<file path="src/rtl/fifo_pkg.sv">
// Shared helpers for the parametrised synchronous FIFO: pointer sizing and
// parameter legality predicates used at elaboration.
package fifo_pkg;

  function automatic int ptr_w(input int depth);
    return $clog2(depth) + 1;
  endfunction

  function automatic bit is_pow2(input int v);
    return (v >= 2) && ((v & (v - 1)) == 0);
  endfunction

  function automatic bit thresh_ok(input int depth, input int af, input int ae);
    return (af >= 1) && (af <= depth) && (ae >= 0) && (ae <= depth - 1);
  endfunction

endpackage

</file>
<file path="src/rtl/sync_fifo_mem.sv">
// FIFO storage: DEPTH x DATA_W register array, one synchronous write port and
// one asynchronous read port. Contents are deliberately never reset.
module sync_fifo_mem
  import fifo_pkg::*;
#(
  parameter int DATA_W = 32,
  parameter int DEPTH  = 16,
  localparam int AW    = ptr_w(DEPTH) - 1
) (
  input  logic              clk,
  input  logic              i_we,
  input  logic [AW-1:0]     i_waddr,
  input  logic [DATA_W-1:0] i_wdata,
  input  logic [AW-1:0]     i_raddr,
  output logic [DATA_W-1:0] o_rdata
);

  logic [DATA_W-1:0] r_mem [DEPTH];

  always_ff @(posedge clk) begin
    if (i_we) r_mem[i_waddr] <= i_wdata;
  end

  assign o_rdata = r_mem[i_raddr];

endmodule

</file>
<file path="src/rtl/sync_fifo_param.sv">
// Single-clock FIFO with fill count, registered threshold flags, sticky
// overflow/underflow and an optional first-word-fall-through read port.
module sync_fifo_param
  import fifo_pkg::*;
#(
  parameter int DATA_W    = 32,
  parameter int DEPTH     = 16,
  parameter int AF_THRESH = DEPTH - 2,
  parameter int AE_THRESH = 2,
  parameter int FWFT      = 0
) (
  input  logic                     clk,
  input  logic                     rst_n,
  input  logic                     wren,
  input  logic [DATA_W-1:0]        wdata,
  input  logic                     rden,
  output logic [DATA_W-1:0]        rdata,
  output logic                     wfull,
  output logic                     rempty,
  output logic                     walmost_full,
  output logic                     ralmost_empty,
  output logic [$clog2(DEPTH):0]   count,
  output logic                     overflow,
  output logic                     underflow,
  input  logic                     clr_err
);

  localparam int AW = $clog2(DEPTH);
  localparam int PW = ptr_w(DEPTH);
  localparam logic [PW-1:0] ONE     = {{(PW-1){1'b0}}, 1'b1};
  localparam logic [PW-1:0] DEPTH_C = PW'(DEPTH);
  localparam logic [PW-1:0] AF_T    = PW'(AF_THRESH);
  localparam logic [PW-1:0] AE_T    = PW'(AE_THRESH);

  if (DATA_W < 1) begin : g_bad_width
    $error("sync_fifo_param: DATA_W must be at least 1");
  end
  if (!is_pow2(DEPTH)) begin : g_bad_depth
    $error("sync_fifo_param: DEPTH must be a power of two, at least 2");
  end
  if (!thresh_ok(DEPTH, AF_THRESH, AE_THRESH)) begin : g_bad_thresh
    $error("sync_fifo_param: AF_THRESH or AE_THRESH out of range");
  end

  logic [PW-1:0]     r_wr_ptr, r_rd_ptr, r_count;
  logic [PW-1:0]     w_count_nxt;
  logic              r_full, r_empty, r_af, r_ae, r_ovf, r_unf;
  logic              w_wr_acc, w_rd_acc;
  logic [DATA_W-1:0] w_mem_rdata;

  // A write into a full FIFO still goes through when a read frees a slot.
  assign w_rd_acc    = rden & ~r_empty;
  assign w_wr_acc    = wren & (~r_full | w_rd_acc);
  assign w_count_nxt = r_count + {{(PW-1){1'b0}}, w_wr_acc} - {{(PW-1){1'b0}}, w_rd_acc};

  always_ff @(posedge clk or negedge rst_n) begin
    if (!rst_n) begin
      r_wr_ptr <= '0;
      r_rd_ptr <= '0;
      r_count  <= '0;
      r_full   <= 1'b0;
      r_empty  <= 1'b1;
      r_af     <= 1'b0;
      r_ae     <= 1'b1;
      r_ovf    <= 1'b0;
      r_unf    <= 1'b0;
    end else begin
      if (w_wr_acc) r_wr_ptr <= r_wr_ptr + ONE;
      if (w_rd_acc) r_rd_ptr <= r_rd_ptr + ONE;
      r_count <= w_count_nxt;
      r_full  <= (w_count_nxt == DEPTH_C);
      r_empty <= (w_count_nxt == '0);
      r_af    <= (w_count_nxt >= AF_T);
      r_ae    <= (w_count_nxt <= AE_T);
      // Setting beats clearing so an error in the clearing cycle is not lost.
      if (wren & ~w_wr_acc) r_ovf <= 1'b1;
      else if (clr_err)     r_ovf <= 1'b0;
      if (rden & ~w_rd_acc) r_unf <= 1'b1;
      else if (clr_err)     r_unf <= 1'b0;
    end
  end

  sync_fifo_mem #(
    .DATA_W (DATA_W),
    .DEPTH  (DEPTH)
  ) u_mem (
    .clk     (clk),
    .i_we    (w_wr_acc),
    .i_waddr (r_wr_ptr[AW-1:0]),
    .i_wdata (wdata),
    .i_raddr (r_rd_ptr[AW-1:0]),
    .o_rdata (w_mem_rdata)
  );

  if (FWFT != 0) begin : g_fwft
    assign rdata = w_mem_rdata;
  end else begin : g_reg_rd
    logic [DATA_W-1:0] r_rdata;
    always_ff @(posedge clk or negedge rst_n) begin
      if (!rst_n)        r_rdata <= '0;
      else if (w_rd_acc) r_rdata <= w_mem_rdata;
    end
    assign rdata = r_rdata;
  end

  assign count         = r_count;
  assign wfull         = r_full;
  assign rempty        = r_empty;
  assign walmost_full  = r_af;
  assign ralmost_empty = r_ae;
  assign overflow      = r_ovf;
  assign underflow     = r_unf;

endmodule

</file>
<file path="config.mk">
export PLATFORM = sky130hd
export DESIGN_NAME = sync_fifo_param
export DESIGN_NICKNAME = d
export VERILOG_FILES = /design/src/rtl/fifo_pkg.sv /design/src/rtl/sync_fifo_mem.sv /design/src/rtl/sync_fifo_param.sv
export SDC_FILE = /design/constraint.sdc
export NUM_CORES = 1
export LEC_CHECK = 0
export CAP_MARGIN = 20
export CORE_MARGIN = 4
export CORE_UTILIZATION = 30
export DETAILED_ROUTE_END_ITERATION = 8
export GPL_ROUTABILITY_DRIVEN = 0
export PLACE_DENSITY = 0.42
export SLEW_MARGIN = 20
export SYNTH_ARGS = -nofsm -noshare
export SYNTH_HDL_FRONTEND = slang
export SYNTH_HIERARCHICAL = 1
export SYNTH_SLANG_ARGS = --single-unit
</file>
<file path="constraint.sdc">
create_clock -name clk -period 7.61 [get_ports clk]
set_input_delay 2.283 -clock clk [delete_from_list [all_inputs] [get_ports clk]]
set_output_delay 2.283 -clock clk [all_outputs]
set_load 0.01 [all_outputs]
</file>
==> results of run 1 <==
[worst max-delay path: stages]
cell and delay (ps):
clkdlybuf4s50_1 440, nand2b_2 100, buf_4 480, inv_2 70, ha_1 290, inv_1 40, ha_1 190, fa_1 440
xor2_1 210, or3_1 370, a2111oi_2 350
[stage by stage]
stage	setup WS [ps]	area (um2)
2_1_floorplan	1670	21300
3_3_place_gp	2160	23400
3_5_place_dp	2160	23400
4_1_cts	2830	25300
5_1_grt	2680	25400
6_report	2850	25400
[path summary, 6_finish.rpt]
check	to	slack (ps)	cells past startpoint	startpoint
max	rempty	2850	11	rden
min	rdata[6]	470	2	rdata[6]
max reg2reg	rdata[27]	4260	6	r_rd_ptr[0]
min reg2reg	rdata[6]	470	2	rdata[6]
max in group asynchronous	r_rd_ptr[0]	5230	1	rst_n
min in group asynchronous	rdata[22]	1760	1	rst_n
[power groups by stage]
stage                     combinational (mW)  sequential [mW]  clock, mW
after floorplan                         1.81             4.06          0
after global placement                  2.80             4.21          0
after detailed placement                2.80             4.21          0
after CTS                               2.81             4.15       2.99
after global routing                    3.01             4.19       3.12
final                                   2.77             4.13       2.89
[kinds of logic (layout without fill, tap and decap cells)]
| group | Yosys count | after routing |
|---|---|---|
| adders and majority gates | 8 | 8 |
| AOI/OAI and AO/OA | 79 | 79 |
| and+or+nand+nor | 173 | 173 |
| buffers and inverters | 61 | 227 |
| muxes | 129 | 129 |
| xor gates and xnor gates | 8 | 8 |
| DFF | 563 | 563 |
[layout make-up]
cell class	instances	area, um2
inverter	10	37.5
fill	6463	44900
multi-input combinational	397	4530
sequential	563	16700
timing repair buffer	107	1050
clock inverter	40	369
tap	940	1180
clock buffer	70	1580
[sequential cells by signal (all words and copies together), names as in the netlist]
signal,flops
underflow,1
overflow,1
wfull,1
walmost_full,1
rempty,1
ralmost_empty,1
u_mem/r_mem,512
r_rd_ptr,4
r_wr_ptr,4
rdata,32
count,5
[routing by layer]
metal | share of wire | routed length (um) | vias to the layer above
li1 | - | - | 4397
met1 | 0.46 | 24400 | 5504
met2 | 0.48 | 25300 | 169
met3 | 0.035 | 1850 | 66
met4 | 0.020 | 1060 | 0
met5 | 0 | 0 | -
[layout by cell type, fill, tap and decap left out, types with 8 or more instances in the layout]
master / count
buf_4: 26
clkdlybuf4s50_1: 78
nor2_4: 13
edfxtp_1: 512
mux4_2: 128
dfrtp_1: 47
clkinv_2: 14
clkinv_1: 14
nand2_1: 135
inv_1: 9
clkbuf_16: 62
clkbuf_1: 8
a22oi_1: 64
==> metrics.yaml, run 1 <==
drc: 0
synth_edf_count: 512
rsz0062_at_grt: "false"
cp.arrival_ps: 5270
p_int_mw: 6.76
routed_wl_um: 52600
numCtsBuffers: 61
synth_top_area_frac: 0.720
hp-class: "reg2reg"
vias: 10100
htreeDepth: 2
die_y_um: 275
grtUsageMet2: 0.226
routedWlPerCell_um: 24.7
grt_util_met3: 0.0203
cap_violations: 0
synthMuxAreaShare: 0.136
ys_top_cells_by_area: "edfxtp_1 (72%), mux4_2 (14%), dfrtp_1 (5.7%)"
synthesis.area_mm2: 0.0213
p_seq_frac: 0.422
synthCells: 1021
port_buffers: 79
timing.fmax_mhz: 210
rows: 97
netlist.top_cell.by_area: "edfxtp_1"
grt-busiest-layer: "met2"
drt_iter0_drc: 638
die_w_um: 275
grt_pass1_wl_um: 77100
cts_root_buf: "clkbuf_16"
synth_top_family_by_area: "multiplexers"
power_mw: 9.79
via_per_inst: 4.77
clock_skew_ps: 15.8
synth_nets: 1066
final_cells: 2127
synth_warnings: 6
clockBufferDepth: 3
final_util: 0.362
worstSetupPathType: "in2reg"
ctsResizeCount: 0
insertedDiodeCount: 0
crit_path_max_fanout: 36
endpoint_kind: "flip-flop"
finalSetupTns_ps: 0
overflow: 0
post-place-cells: 2015
period_needed_ps: 4760
yosys.area_share.simple: 0.0334
ant_nets: 0
async_flop_share: 0.0906
core_area_mm2: 0.0703
setup_violations: 0
drv_slew: 0
synth_ff_type: "edfxtp_1"
antenna_found_initial: 0
post_cts_buffers: 0
start_kind: "input pin"
p_sw_mw: 3.03
combPwrFrac: 0.283
synth_most_common_cell: "edfxtp_1"
grt_max_degree: 56
swShare: 0.309
max_slew_margin: 0.301
timing.final.crit_share: 0.626
path_clk_slew_ps: 60
crit_required_ps: 8120
yosysSeqAreaShare: 0.780
grtUsageTotal: 0.140
dp_hpwl_um: 29000
worst_pin_slew_ps: 1050
postSynthAreaPerCell_um2: 20.9
final_layout_size_suffix_gt1_frac: 0.236
status: "finished, final reports clean"
synthTopCellsByCount: "edfxtp_1 (512), nand2_1 (135), mux4_2 (128), a22oi_1 (64), dfrtp_1 (49)"
dieArea_mm2: 0.0755
hold_ws_ps: 471
io_pins: 80
cts_hold_buf: 0
finalNetCount: 1185
clkSinkCount: 563
power_density_mw_per_mm2: 385
cts_tree: "yes"
synth_seq_cells: 563
hold_viol: 0
p_clk_frac: 0.295
syn_to_final_growth_pct: 19.0
grt_pass1_vias: 10700
p_leak_nw: 8.25
ir_worst_vdd_mv: 0.231
firstDrtPassIters: 4
synth_compound_area_frac: 0.0284
synthXorXnorAreaFrac: 0.00328
ys_types: 39
clock_latency_ps: 620
gr-usage-met1: 0.201
synth_fa_ha_area_frac: 0.00504
initial_utilization: 0.304
Note: power is estimated with default switching activity, not from simulation.
==> run 2: changes to the inputs <==
--- a/config.mk
+++ b/config.mk
@@ -10,7 +10,7 @@
 export CORE_UTILIZATION = 30
 export DETAILED_ROUTE_END_ITERATION = 8
 export GPL_ROUTABILITY_DRIVEN = 0
-export PLACE_DENSITY = 0.42
+export PLACE_DENSITY = 0.44
 export SLEW_MARGIN = 20
 export SYNTH_ARGS = -nofsm -noshare
 export SYNTH_HDL_FRONTEND = slang
==> constraint.sdc (replaced) <==
create_clock -name clk -period 4.36 [get_ports clk]
set_input_delay 1.308 -clock clk [delete_from_list [all_inputs] [get_ports clk]]
set_output_delay 1.308 -clock clk [all_outputs]
set_load 0.01 [all_outputs]
==> run 2 against run 1 <==
Global-route usage shrank 0.20 points; first-iteration DRC count is 0.47% higher; sequential power up 74%; power rose by 74%; combinational power increased by 78%; die area unchanged; cell count up 0.94%; clock skew up 34 ps; largest cell class unchanged; non-clock buffer count up 17; sequential share of layout area shrank 0.51 points; flip-flop and latch count unchanged.
==> metrics.yaml, run 2 (synthesized netlist as in run 1, its figures left out) <==
drt_iter0_drc: 641  # +0.47%
worstSetupPathType: "in2reg"
finalNetCount: 1201  # +1.4%
hold_depth: 2  # unchanged
setup_violations: 0  # unchanged
overflow: 0  # unchanged
power_density_mw_per_mm2: 664  # +72%
hp-start: "rdata[30]"
start_kind: "input pin"
drc: 0  # unchanged
post_cts_buffers: 0  # unchanged
insertedDiodeCount: 0  # unchanged
clkSinkCount: 563  # unchanged
ant_nets: 0  # unchanged
worst_pin_slew_ps: 1010  # -40.2 ps
final_layout_size_suffix_gt1_frac: 0.241  # +0.00520
hold_viol: 0  # unchanged
dieArea_mm2: 0.0755  # unchanged
final_common_cell: "edfxtp_1"
routedWlPerCell_um: 24.2  # -2.2%
dp_hpwl_um: 31100  # +7.3%
rsz0062_at_grt: "false"
top_register: "u_mem/r_mem"
drv_slew: 0  # unchanged
cap_violations: 0  # unchanged
hp-class: "reg2reg"
finalSetupTns_ps: 0  # unchanged
p_clk_frac: 0.288  # -0.007
io_pins: 80  # unchanged
port_buffers: 79  # unchanged
period_needed_ps: 3540
die_y_um: 275  # unchanged
syn_to_final_growth_pct: 20.0
crit_path_max_fanout: 4  # -89%
grt_pass1_wl_um: 76300  # -1.2%
via_per_inst: 4.73  # -0.68%
ctsResizeCount: 0  # unchanged
ir_worst_vdd_mv: 0.368  # +59%
grt_pass1_vias: 10800  # +0.44%
cts_hold_buf: 0  # unchanged
combPwrFrac: 0.289  # +0.006
firstDrtPassIters: 4  # unchanged
largest_reg_flops: 512  # unchanged
timing.final.crit_share: 0.812
clock_latency_ps: 640  # +20 ps
cts_root_buf: "clkbuf_16"
p_int_mw: 11.7  # +74%
die_w_um: 275  # unchanged
htreeDepth: 2  # unchanged
vias: 10200  # +0.26%
setup_slack_ps: 818  # -2030 ps
grtUsageTotal: 0.138  # -0.00197
clockBufferDepth: 3  # unchanged
grt_max_degree: 52  # -7.1%
r2r_cells: 10  # +4
r2r-end: "rempty"
numCtsBuffers: 60  # -1.6%
p_sw_mw: 5.26  # +74%
swShare: 0.309  # about the same
p_seq_frac: 0.423  # about the same
cts_tree: "yes"
status: "finished, final reports clean"
routed_wl_um: 51900  # -1.3%
hold_end: "rdata[30]"
core_area_mm2: 0.0703  # unchanged
crit_required_ps: 4870  # -3250 ps
path_clk_slew_ps: 60  # about the same
clock_skew_ps: 50.2  # +34.4 ps
mostFrequentLayoutCells: "edfxtp_1 (512), nand2_1 (135), mux4_2 (128)"
endpoint_kind: "flip-flop"
power_mw: 17.0  # +74%
final_util: 0.364  # +0.00285
pre_cts_ws_ps: 174  # -1980 ps
initial_utilization: 0.304  # unchanged
cp.arrival_ps: 4050  # -1220 ps
antenna_found_initial: 0  # unchanged
rows: 97  # unchanged
max_slew_margin: 0.329  # +0.0285
regToRegStartpoint: "rempty"
p_leak_nw: 8.35  # +1.1%
timing.fmax_mhz: 282
hold_ws_ps: 470  # -0.301 ps
rrSetupSlack_ps: 1520  # -2740 ps
## run 2: worst max-delay path by stage
stage,start,end,slack [ps],cells past startpoint
6_report,rden,rempty,820,11
5_1_grt,rden,rempty,750,11
4_1_cts,rden,rempty,840,11
3_5_place_dp,rden,rempty,170,11
3_3_place_gp,rden,rempty,190,11
2_1_floorplan,rden,u_mem/r_mem[1][0],270,5
## run 2: stage by stage
step / area (um2) / instances
2_1_floorplan: 21400 / 1021
3_3_place_gp: 23700 / 2034
3_5_place_dp: 23700 / 2034
4_1_cts: 25600 / 2147
5_1_grt: 25600 / 2147
6_report: 25600 / 2147
## run 2: power groups by stage
stage	logic (mW)	clock network, mW	registers [mW]
6_report	4.92	4.90	7.19
5_1_grt	5.36	5.30	7.29
4_1_cts	5.06	5.08	7.22
3_5_place_dp	5.04	0	7.33
3_3_place_gp	5.03	0	7.32
2_1_floorplan	3.17	0	7.09
## run 2: area by class of cell
type	instances	area, um2
Clock buffer	90	1690
Multi-Input combinational cell	397	4550
Clock inverter	23	219
Tap cell	940	1180
Sequential cell	563	16700
Inverter	10	37.5
Fill cell	6454	44700
Timing Repair Buffer	124	1260
## run 2: critical path, stage by stage
cell and delay (ps):
clkdlybuf4s50_1 500, nand2b_2 100, a21boi_2 220, inv_1 70, ha_1 270, inv_1 40
ha_1 200, fa_1 430, xor2_1 210, or3_1 360, a2111oi_2 360
## run 2: metal layers
| layer | track usage | routed length, um | share of wire |
|---|---|---|---|
| met5 | 0 | 0 | 0 |
| met4 | 0.0329 | 1010 | 0.020 |
| met3 | 0.0282 | 2160 | 0.042 |
| met2 | 0.226 | 25100 | 0.48 |
| met1 | 0.192 | 23600 | 0.45 |
